$ cat config.mk
export PLATFORM = sky130hd
export DESIGN_NAME = hazard_scoreboard
export DESIGN_NICKNAME = d
export VERILOG_FILES = /design/src/rtl/hazard_pkg.sv /design/src/rtl/scoreboard_entry.sv /design/src/rtl/hazard_scoreboard.sv
export SDC_FILE = /design/constraint.sdc
export NUM_CORES = 1
export LEC_CHECK = 0
export BUFFER_PORTS_ARGS = -buffer_cell sky130_fd_sc_hd__buf_2
export CAP_MARGIN = 20
export CELL_PAD_IN_SITES_DETAIL_PLACEMENT = 0
export CELL_PAD_IN_SITES_GLOBAL_PLACEMENT = 1
export CORE_MARGIN = 8
export CORE_UTILIZATION = 45
export DETAILED_ROUTE_END_ITERATION = 6
export GPL_TIMING_DRIVEN = 1
export PLACE_DENSITY_LB_ADDON = 0.1
export SLEW_MARGIN = 20
export SYNTH_ARGS = -nofsm -noshare
export SYNTH_HDL_FRONTEND = slang
export SYNTH_SLANG_ARGS = --single-unit
$ cat constraint.sdc
create_clock -name clk -period 5 [get_ports clk]
set_clock_uncertainty 0.15 [all_clocks]
set_input_delay 0.5 -clock clk [delete_from_list [all_inputs] [get_ports clk]]
set_output_delay 0.5 -clock clk [all_outputs]
set_load 0.005 [all_outputs]
$ cat src/rtl/hazard_pkg.sv
// hazard_pkg
//   Shared types and constants for the ID-stage hazard scoreboard.
//   A tag is {file, index}. File 0 is the scalar x file and file 1 is the
//   vector v file. The all-ones countdown value marks a variable-latency
//   producer that waits for an explicit writeback.
package hazard_pkg;

   localparam int DEF_NUM_REGS = 32;
   localparam int DEF_LAT_W    = 4;
   localparam int DEF_STAT_W   = 32;
   localparam int TAG_W        = $clog2(DEF_NUM_REGS) + 1;

   typedef logic [TAG_W-1:0]     tag_t;
   typedef logic [DEF_LAT_W-1:0] lat_t;

   localparam logic FILE_X = 1'b0;
   localparam logic FILE_V = 1'b1;

   localparam lat_t LAT_MAX = '1;

   // x0 is hardwired zero: it is never reserved and never stalls.
   function automatic logic is_x0(input tag_t tag);
      return tag == {FILE_X, {(TAG_W-1){1'b0}}};
   endfunction

endpackage

$ cat src/rtl/scoreboard_entry.sv
// scoreboard_entry
//   One countdown reservation for a single register tag.
//   Ports:
//     clk, rst_n   clock, synchronous active-low reset
//     set_i        new reservation issued to this tag this cycle
//     set_val_i    countdown value to load (all-ones = variable latency)
//     clr_i        writeback releasing this tag
//     busy_o       reservation outstanding (cnt != 0)
//     cnt_o        current countdown value
//   Update priority: reset, set, clear, hold at all-ones, decrement.
module scoreboard_entry
   import hazard_pkg::*;
#(
   parameter int LAT_W = DEF_LAT_W
) (
   input  logic             clk,
   input  logic             rst_n,
   input  logic             set_i,
   input  logic [LAT_W-1:0] set_val_i,
   input  logic             clr_i,
   output logic             busy_o,
   output logic [LAT_W-1:0] cnt_o
);

   localparam logic [LAT_W-1:0] CNT_VARLAT = '1;

   logic [LAT_W-1:0] cnt_q;
   logic [LAT_W-1:0] cnt_d;

   always_comb begin
      cnt_d = cnt_q;
      if (set_i) begin
         // An issue beats a same-cycle writeback to the same tag: the
         // writeback belongs to the older producer.
         cnt_d = set_val_i;
      end else if (clr_i) begin
         cnt_d = '0;
      end else if (cnt_q == CNT_VARLAT) begin
         cnt_d = cnt_q;
      end else if (cnt_q != '0) begin
         cnt_d = cnt_q - 1'b1;
      end
   end

   always_ff @(posedge clk) begin
      if (!rst_n) begin
         cnt_q <= '0;
      end else begin
         cnt_q <= cnt_d;
      end
   end

   assign busy_o = (cnt_q != '0);
   assign cnt_o  = cnt_q;

endmodule

$ cat src/rtl/hazard_scoreboard.sv
// hazard_scoreboard
//   Per-register countdown scoreboard for the x and v register files. It
//   stalls ID on RAW hazards and on WAW hazards that would let a younger
//   write complete before an older one.
//   Ports:
//     clk, rst_n                  clock, synchronous active-low reset
//     id_valid                    valid instruction in ID
//     id_rs{1,2,3}_en / id_rs*    source operand enables and tags
//     id_rd_en / id_rd            destination enable and tag
//     id_lat                      cycles until dependents may issue
//     id_varlat                   producer latency unknown, wait for wb
//     id_kill                     ID instruction squashed this cycle
//     wb_valid / wb_tag           variable-latency writeback release
//     pcwrite, ifid_write         front-end enables (low while stalled)
//     hazard                      bubble into ID/EX
//     stall_cycles                saturating count of stalled cycles
//   The tag width follows hazard_pkg, so NUM_REGS must match
//   DEF_NUM_REGS there.
module hazard_scoreboard
   import hazard_pkg::*;
#(
   parameter int NUM_REGS = DEF_NUM_REGS,
   parameter int LAT_W    = DEF_LAT_W,
   parameter int STAT_W   = DEF_STAT_W
) (
   input  logic              clk,
   input  logic              rst_n,
   input  logic              id_valid,
   input  logic              id_rs1_en,
   input  logic              id_rs2_en,
   input  logic              id_rs3_en,
   input  tag_t              id_rs1,
   input  tag_t              id_rs2,
   input  tag_t              id_rs3,
   input  logic              id_rd_en,
   input  tag_t              id_rd,
   input  logic [LAT_W-1:0]  id_lat,
   input  logic              id_varlat,
   input  logic              id_kill,
   input  logic              wb_valid,
   input  tag_t              wb_tag,
   output logic              pcwrite,
   output logic              ifid_write,
   output logic              hazard,
   output logic [STAT_W-1:0] stall_cycles
);

   localparam int               NUM_TAGS   = 2 * NUM_REGS;
   localparam logic [LAT_W-1:0] CNT_VARLAT = '1;

   logic [NUM_TAGS-1:0] busy;
   logic [LAT_W-1:0]    cnt [NUM_TAGS];

   logic             issue;
   logic             rd_write;
   logic [LAT_W-1:0] set_val;

   // Reservations only come from instructions that actually leave ID.
   assign rd_write = issue && id_rd_en && !is_x0(id_rd);
   assign set_val  = id_varlat ? CNT_VARLAT : id_lat;

   for (genvar t = 0; t < NUM_TAGS; t++) begin : g_entry
      logic set_t;
      if (t == 0) begin : g_x0
         assign set_t = 1'b0;
      end else begin : g_reg
         assign set_t = rd_write && (id_rd == tag_t'(t));
      end

      scoreboard_entry #(
         .LAT_W (LAT_W)
      ) u_entry (
         .clk       (clk),
         .rst_n     (rst_n),
         .set_i     (set_t),
         .set_val_i (set_val),
         .clr_i     (wb_valid && (wb_tag == tag_t'(t))),
         .busy_o    (busy[t]),
         .cnt_o     (cnt[t])
      );
   end

   // Source and destination muxes.
   logic             rs1_busy;
   logic             rs2_busy;
   logic             rs3_busy;
   logic [LAT_W-1:0] rd_cnt;

   assign rs1_busy = id_rs1_en && busy[id_rs1];
   assign rs2_busy = id_rs2_en && busy[id_rs2];
   assign rs3_busy = id_rs3_en && busy[id_rs3];
   assign rd_cnt   = cnt[id_rd];

   logic raw;
   logic waw;
   logic stall;

   assign raw = id_valid && (rs1_busy || rs2_busy || rs3_busy);

   // A new write may overtake the pending one only if it is guaranteed to
   // land no earlier; a variable-latency pending write blocks everything.
   assign waw = id_valid && id_rd_en && !is_x0(id_rd) && (rd_cnt != '0) &&
                ((rd_cnt == CNT_VARLAT) || (!id_varlat && (rd_cnt > id_lat)));

   assign stall = (raw || waw) && !id_kill;
   assign issue = id_valid && !stall && !id_kill;

   assign hazard     = stall;
   assign pcwrite    = !stall;
   assign ifid_write = !stall;

   // Stall statistics, saturating at all-ones.
   logic [STAT_W-1:0] stat_q;
   logic [STAT_W-1:0] stat_d;

   always_comb begin
      stat_d = stat_q;
      if (stall && (stat_q != '1)) begin
         stat_d = stat_q + 1'b1;
      end
   end

   always_ff @(posedge clk) begin
      if (!rst_n) begin
         stat_q <= '0;
      end else begin
         stat_q <= stat_d;
      end
   end

   assign stall_cycles = stat_q;

endmodule

==> results of run 1 <==
==> placed cells by master (no fill, tap or decap), types with 85 or more instances in the layout <==
cell type | Yosys | final
inv_1 | 184 | 184
o21ai_0 | 344 | 341
a21oi_1 | 85 | 85
ha_1 | 139 | 139
nor3_1 | 91 | 89
mux4_2 | 107 | 107
nand2_1 | 110 | 110
dfxtp_1 | 288 | 288
nand3_1 | 105 | 104
nor2_1 | 222 | 220
mux2i_1 | 114 | 114
==> where the power goes <==
| part | internal [mW] | switching [mW] | total, mW |
|---|---|---|---|
| Combinational | 3.71 | 4.24 | 7.96 |
| Sequential | 3.13 | 1.19 | 4.32 |
| Clock | 1.56 | 1.09 | 2.65 |
| Total | 8.41 | 6.52 | 14.9 |
==> cells in the mapped netlist, types with 83 or more instances <==
cell type	number
xnor2_1	83
mux4_2	107
nor2_1	222
o21ai_0	344
mux2i_1	114
nor3_1	91
dfxtp_1	288
ha_1	139
nand2_1	110
clkbuf_1	86
nand3_1	105
inv_1	184
a21oi_1	85
==> per-stage QoR <==
stage / hold slack [ns] / cell area (um^2)
after global routing: 0.103 / 24900
after CTS: 0.0852 / 24900
after detailed placement: 0.337 / 23700
after floorplan: 0.317 / 22300
after global placement: 0.322 / 23700
final: 0.109 / 24900
==> sequential cells by signal, summed over array words and instances, names as in the netlist <==
| register | flops |
|---|---|
| g_entry.u_entry.cnt_o | 256 |
| stall_cycles | 32 |
==> cell type report <==
cell class                 count  area share (%)
clock buffer                  59            4.58
multi-input combinational   2061            61.3
timing repair buffer         160            4.68
sequential                   288            23.1
clock inverter                 7           0.176
inverter                     187            2.82
tap                          664            3.33
==> kinds of logic after synthesis <==
logic type	count (synthesis)
mux	245
buf+inv	322
flops	288
simple gates	843
fa+ha+maj	139
xor+xnor	93
compound gates	741
==> critical path, stage by stage, from the launching register on <==
cell and delay [ns]:
dfxtp_1 0.36, mux4_2 0.49, a22oi_1 0.42, a21oi_1 0.15, nor4_2 0.29, buf_4 0.16
inv_1 0.04, ha_1 0.30, a21oi_1 0.14, o22ai_1 0.08, o21ai_0 0.15, a41oi_1 0.08
o21bai_2 0.23, nand3_4 0.13, buf_12 0.22, nand2b_1 0.13, inv_1 0.05, buf_2 0.12
==> per-layer routing <==
metal	up-vias	GRT usage, %	routed length (um)
met2	946	42.8	35600
li1	9904	-	-
met5	-	0	27
met3	169	6.81	7990
met1	10307	37.8	35300
met4	4	10.5	3060
==> path summary, 6_finish.rpt <==
kind                                startpoint                            to  slack, ns  cells past startpoint
setup / recovery  g_entry[56].u_entry.cnt_o[2]                        hazard       0.21                     17
hold / removal                       id_lat[1]  g_entry[39].u_entry.cnt_o[1]       0.11                      3
setup reg to reg  g_entry[56].u_entry.cnt_o[2]  g_entry[54].u_entry.cnt_o[1]       0.75                     17
hold reg to reg                stall_cycles[1]               stall_cycles[1]       0.34                      2
==> repair_timing <==
item | 4_1_cts | 5_1_grt
setup endpoints to repair | 3 | 3
gates resized for setup | 3 | 6
setup buffers | 0 | 1
hold buffers | 0 | 0
pin swaps | 0 | 1
==> summary.md, run 1 <==
| Metric | Value |
|---|---|
| Status | completed |
| Top_reg_cell synth | dfxtp_1 |
| Largest family of logic cells by synthesized area | simple AND/OR/NAND/NOR gates |
| Die area | 0.0568 mm^2 |
| Crit share post-route | 95.9% |
| Mapped cell area | 0.0223 mm^2 |
| Mux contribution to synthesized area | 17.2% |
| Dpl ws | 0.0708 ns |
| Slew HR | 23.9% |
| Dominant cells by area after synthesis | dfxtp_1, mux4_2, ha_1 |
| Ys async rst share | 0% |
| Post-Synth Adder-Cell Area | 7.81% |
| Fin nets | 2,919 |
| Core Region | 0.0488 mm^2 |
| Synth Area in Compound Gates | 19.6% |
| Largest net degree at the start of global routing | 80 |
| Post-synth cell types | 73 |
| Synth Area per Inst | 8.34 um^2 |
| Clock buffer count from CTS | 38 |
| Final WS setup | 0.206 ns |
| Post-synth top area share | 25.9% |
| Vias/cell | 6.23 |
| Starting Density | 45.6% |
| Synth Area in Simple Gates | 19.8% |
| Peak VDD IR | 293 uV |
| EDFF count, synth | 0 |
| Post-Syn Instances | 2,671 |
| First-pass GRT wire length | 122,000 um |
| CTS Sinks | 288 |
| Worst Setup End Kind | output pin |
| CTS clk-pin slew, worst paths | 0.06 ns |
| Non-Filler Instances | 3,426 |
| Vias in the first global route | 19,825 |
| Routed WL per cell | 23.9 um |
| Register area | 0.00577 mm^2 |
| Area of the multi-input gates | 0.0153 mm^2 |
| Synth Warn # | 0 |
| Max-cap violations | 0 |
| Post-synthesis register bit count | 288 |
| Max frequency | 209 MHz |
| Top-level port count | 79 |
| Post-DP HPWL | 59,500 um |
| Hold crit path type | in -> reg |
| Syn nets | 2,854 |
| # diodes | 0 |
| H-tree levels | 2 |
| RSZ-0062 raised after global routing | false |
| Slew Limit Fails | 0 |
| Die height | 238 um |
| Final Wtd Congestion | 0.962 |
| Critical path class | reg -> out |
| Starting DRT DRC Count | 2,167 |
| Die Wd | 238 um |
| Least-Margin Pin Slew | 1.14 ns |
| Final setup violation count | 0 |
| Leak | 9.95 nW |
| Detail Route Antenna Nets | 0 |
| Layout cells sized above 1 | 13.5% |
| Syn-to-layout area delta | 12.0% |
| # fillers | 4,678 |
| DP Cell Count | 3,359 |
| WP data arrival | 4.14 ns |
| Vias | 21,330 |
| Antenna violations before repair | 4 |
| Sequential share of the synthesized area | 25.9% |
| Final hold violations | 0 |
| Row cnt | 81 |
| Layout Utilization | 51.0% |
| CP max FO | 31 |
| Root buffer cell | clkbuf_16 |
| PortBufs | 78 |
| Startpoint Class | register |
| Largest area contributor in the netlist | dfxtp_1 |
| Worst-Skew Late Latency | 0.57 ns |
| Drt pass-1 iters | 6 |
| Final critical-path required period | 4.79 ns |
| CTS tree | done |
| Power per Cell Area | 599 mW/mm^2 |
| Post-Route WL | 81,900 um |
| Req. time, crit path | 4.35 ns |
| XOR/XNOR share of the synthesized area | 3.66% |
| Grt ovf | 0 |
| Setup TNS | 0 ns |
| Total GRT Usage | 27.9% |
| Total power | 14.9 mW |
| # DRC | 0 |
| Max Root-Sink Buffers | 3 |
Power figures use the tool's default switching activity.
==> inputs of run 2 (changes only) <==
PLACE_DENSITY = 0.83   (was not set)
PLACE_DENSITY_LB_ADDON = not set   (was 0.1)
==> run 2 against run 1 <==
Compared with the run above: via count increased by 0.70%; hold slack improved by 0.22 ns; global-route usage decreased by 1.4 points; register-to-register slack got worse by 0.06 ns; sequential share of layout area decreased by 0.060 points; count of clock-buffer cells in the layout decreased by 10.
==> summary.md, run 2 (same netlist as run 1, synthesis figures left out) <==
| Metric | Value |
|---|---|
| Grt ovf | 0 (unchanged) |
| Slowest cell on the critical path | nor3b_1 (was mux4_2) |
| Final Wtd Congestion | 0.996 (was 0.962) |
| Clock buffer count from CTS | 37 (was 38) |
| Worst Setup End Kind | output pin (unchanged) |
| Post-CTS resize count | 0 (was 3) |
| Commonest non-fill, non-tap cell in the layout | o21ai_0 (unchanged) |
| Fin nets | 2,920 (was 2,919) |
| Largest net degree at the start of global routing | 82 (was 80) |
| Row cnt | 81 (unchanged) |
| Vias | 21,480 (was 21,330) |
| Antenna violations before repair | 1 (was 4) |
| Die height | 238 um (unchanged) |
| Cell type group with the largest total delay on the critical path | compound AO/OA/AOI/OAI gates (unchanged) |
| Critical path class | reg -> out (unchanged) |
| Root buffer cell | clkbuf_16 (unchanged) |
| Die area | 0.0568 mm^2 (unchanged) |
| Total GRT Usage | 26.5% (was 27.9%) |
| Final hold violations | 0 (unchanged) |
| Max-cap violations | 0 (unchanged) |
| Slowest cell delay on critical path | 0.58 ns (was 0.49 ns) |
| CP Depth | 13 (was 17) |
| Status | completed (unchanged) |
| Vias in the first global route | 20,187 (was 19,825) |
| Int Pwr | 8.61 mW (was 8.41 mW) |
| CTS clk-pin slew, worst paths | 0.06 ns (about the same) |
| Vias/cell | 6.27 (was 6.23) |
| Power per Cell Area | 603 mW/mm^2 (was 599 mW/mm^2) |
| Post-Layout Inst Area | 0.0250 mm^2 (was 0.0249 mm^2) |
| Cts hold-fix bufs | 0 (unchanged) |
| Worst path most repeated cell | inv_1 |
| Startpoint Class | register (unchanged) |
| Cells along the critical path | inv_1 > ha_1 > nor3b_1 > mux2i_1 > a31oi_1 > o21ai_0 > a2111oi_0 > a2bb2oi_1 > nand3_4 > buf_12 > nand2b_1 > inv_1 > buf_2 (was mux4_2 > a22oi_1 > a21oi_1 > nor4_2 > buf_4 > inv_1 > ha_1 > a21oi_1 > o22ai_1 > o21ai_0 > a41oi_1 > o21bai_2 > nand3_4 > buf_12 > nand2b_1 > inv_1 > buf_2) |
| Bufs and invs on worst path | 4 (was 5) |
| RSZ-0062 raised after global routing | false (unchanged) |
| PortBufs | 78 (unchanged) |
| Hold Path Depth | 4 (was 3) |
| # diodes | 0 (unchanged) |
| Req. time, crit path | 4.35 ns (about the same) |
| Top-level port count | 79 (unchanged) |
| Setup TNS | 0 ns (unchanged) |
| Starting DRT DRC Count | 2,613 (was 2,167) |
| Post-DP HPWL | 55,200 um (was 59,500 um) |
| Final setup violation count | 0 (unchanged) |
| Crit share post-route | 96.4% (was 95.9%) |
| Max frequency | 208 MHz (was 209 MHz) |
| Worst-case reg-to-reg path depth | 13 (was 17) |
| Switching power of the nets | 6.46 mW (was 6.52 mW) |
| Layout Utilization | 51.2% (was 51.0%) |
| CTS Sinks | 288 (unchanged) |
| Layout cells sized above 1 | 13.7% (was 13.5%) |
| Max reg flops | 256 (unchanged) |
| # DRC | 0 (unchanged) |
| WP data arrival | 4.17 ns (was 4.14 ns) |
| Core Region | 0.0488 mm^2 (unchanged) |
| Final critical-path required period | 4.82 ns (was 4.79 ns) |
| H-tree levels | 2 (unchanged) |
| Routed WL per cell | 22.8 um (was 23.9 um) |
| Slew Limit Fails | 0 (unchanged) |
| Post-CTS repair timing setup buffer count | 0 (unchanged) |
| Hold crit path type | in -> reg (unchanged) |
| Sw Share | 42.8% (was 43.7%) |
| # fillers | 4,518 (was 4,678) |
| Detail Route Antenna Nets | 0 (unchanged) |
| Worst-Skew Late Latency | 0.57 ns (about the same) |
| Leak | 9.99 nW (was 9.95 nW) |
| Syn-to-layout area delta | 12.2% (was 12.0%) |
| Slew HR | 15.0% (was 23.9%) |
| CP max FO | 20 (was 31) |
| First-pass GRT wire length | 118,000 um (was 122,000 um) |
| Most frequent cells in the layout | o21ai_0, dfxtp_1, nor2_1 (unchanged) |
| CTS tree | done (unchanged) |
| Peak VDD IR | 226 uV (was 293 uV) |
| Placed inst area | 0.0237 mm^2 (about the same) |
| Clock power share | 19.3% (was 17.8%) |
| Reg power frac | 28.8% (was 28.9%) |
| Starting Density | 45.6% (unchanged) |
| Drt pass-1 iters | 6 (unchanged) |
| Max Root-Sink Buffers | 3 (unchanged) |
| Die Wd | 238 um (unchanged) |
| Post-Route WL | 78,000 um (was 81,900 um) |
| Least-Margin Pin Slew | 1.27 ns (was 1.14 ns) |
| Comb power frac | 51.9% (was 53.3%) |
## run 2: changes by cell type in the layout (fill, tap and decap cells not counted), sizes merged
cell	delta
bufinv	+5
inv	+2
clkbuf	-10
clkinv	+1
clkinvlp	+2
buf	+2
## run 2: worst reg2reg max path: stages, from the launching register on
cell and delay (ns):
dfxtp_1 0.36, inv_1 0.08, ha_1 0.18, nor3b_1 0.58, mux2i_1 0.29, a31oi_1 0.22
o21ai_0 0.10, a2111oi_0 0.57, a2bb2oi_1 0.49, nand3_4 0.20, buf_12 0.21, buf_12 0.17
or2_1 0.27, mux2_1 0.33
## run 2: metal layers
layer / up-vias / GRT usage (%) / part of all wire [%]
met5: - / 0 / 0
met2: 1065 / 41.2 / 44
met1: 10310 / 35.3 / 41
met3: 192 / 5.60 / 11
li1: 9913 / - / -
met4: 0 / 11.9 / 4.5
## run 2: power groups by stage
stage                     clock, mW  combinational [mW]  sequential, mW
after floorplan                   0                5.82            3.90
after global placement            0                7.41            4.32
after detailed placement          0                7.63            4.34
after CTS                      2.95                7.69            4.29
after global routing           3.04                8.64            4.45
final                          2.91                7.82            4.34
## run 2: path summary, 6_finish.rpt
path | to | start | slack [ns]
worst max-delay path | hazard | g_entry[61].u_entry.cnt_o[0] | 0.18
worst min register to register | stall_cycles[6] | stall_cycles[6] | 0.34
worst max register to register | g_entry[36].u_entry.cnt_o[3] | g_entry[61].u_entry.cnt_o[0] | 0.69
worst min-delay path | stall_cycles[27] | id_kill | 0.33
## run 2: through the flow
stage	power [mW]	std cells	setup WS, ns	hold WS, ns
CTS	14.9	3428	0.128	0.314
global placement	11.7	3362	0.0986	0.324
floorplan	9.72	2671	0.794	0.317
finish	15.1	3428	0.181	0.328
global route	16.1	3428	0.0525	0.370
detailed placement	12.0	3362	0.0799	0.328
## run 2: area by class of cell
cell class	count	area, um^2	share of cell area [%]
Clock buffer	49	1080	4.34
Clock inverter	17	231	0.926
Inverter	187	702	2.81
Multi-Input combinational cell	2061	15200	61.0
Sequential cell	288	5770	23.1
Tap cell	664	831	3.32
Timing Repair Buffer	162	1140	4.55
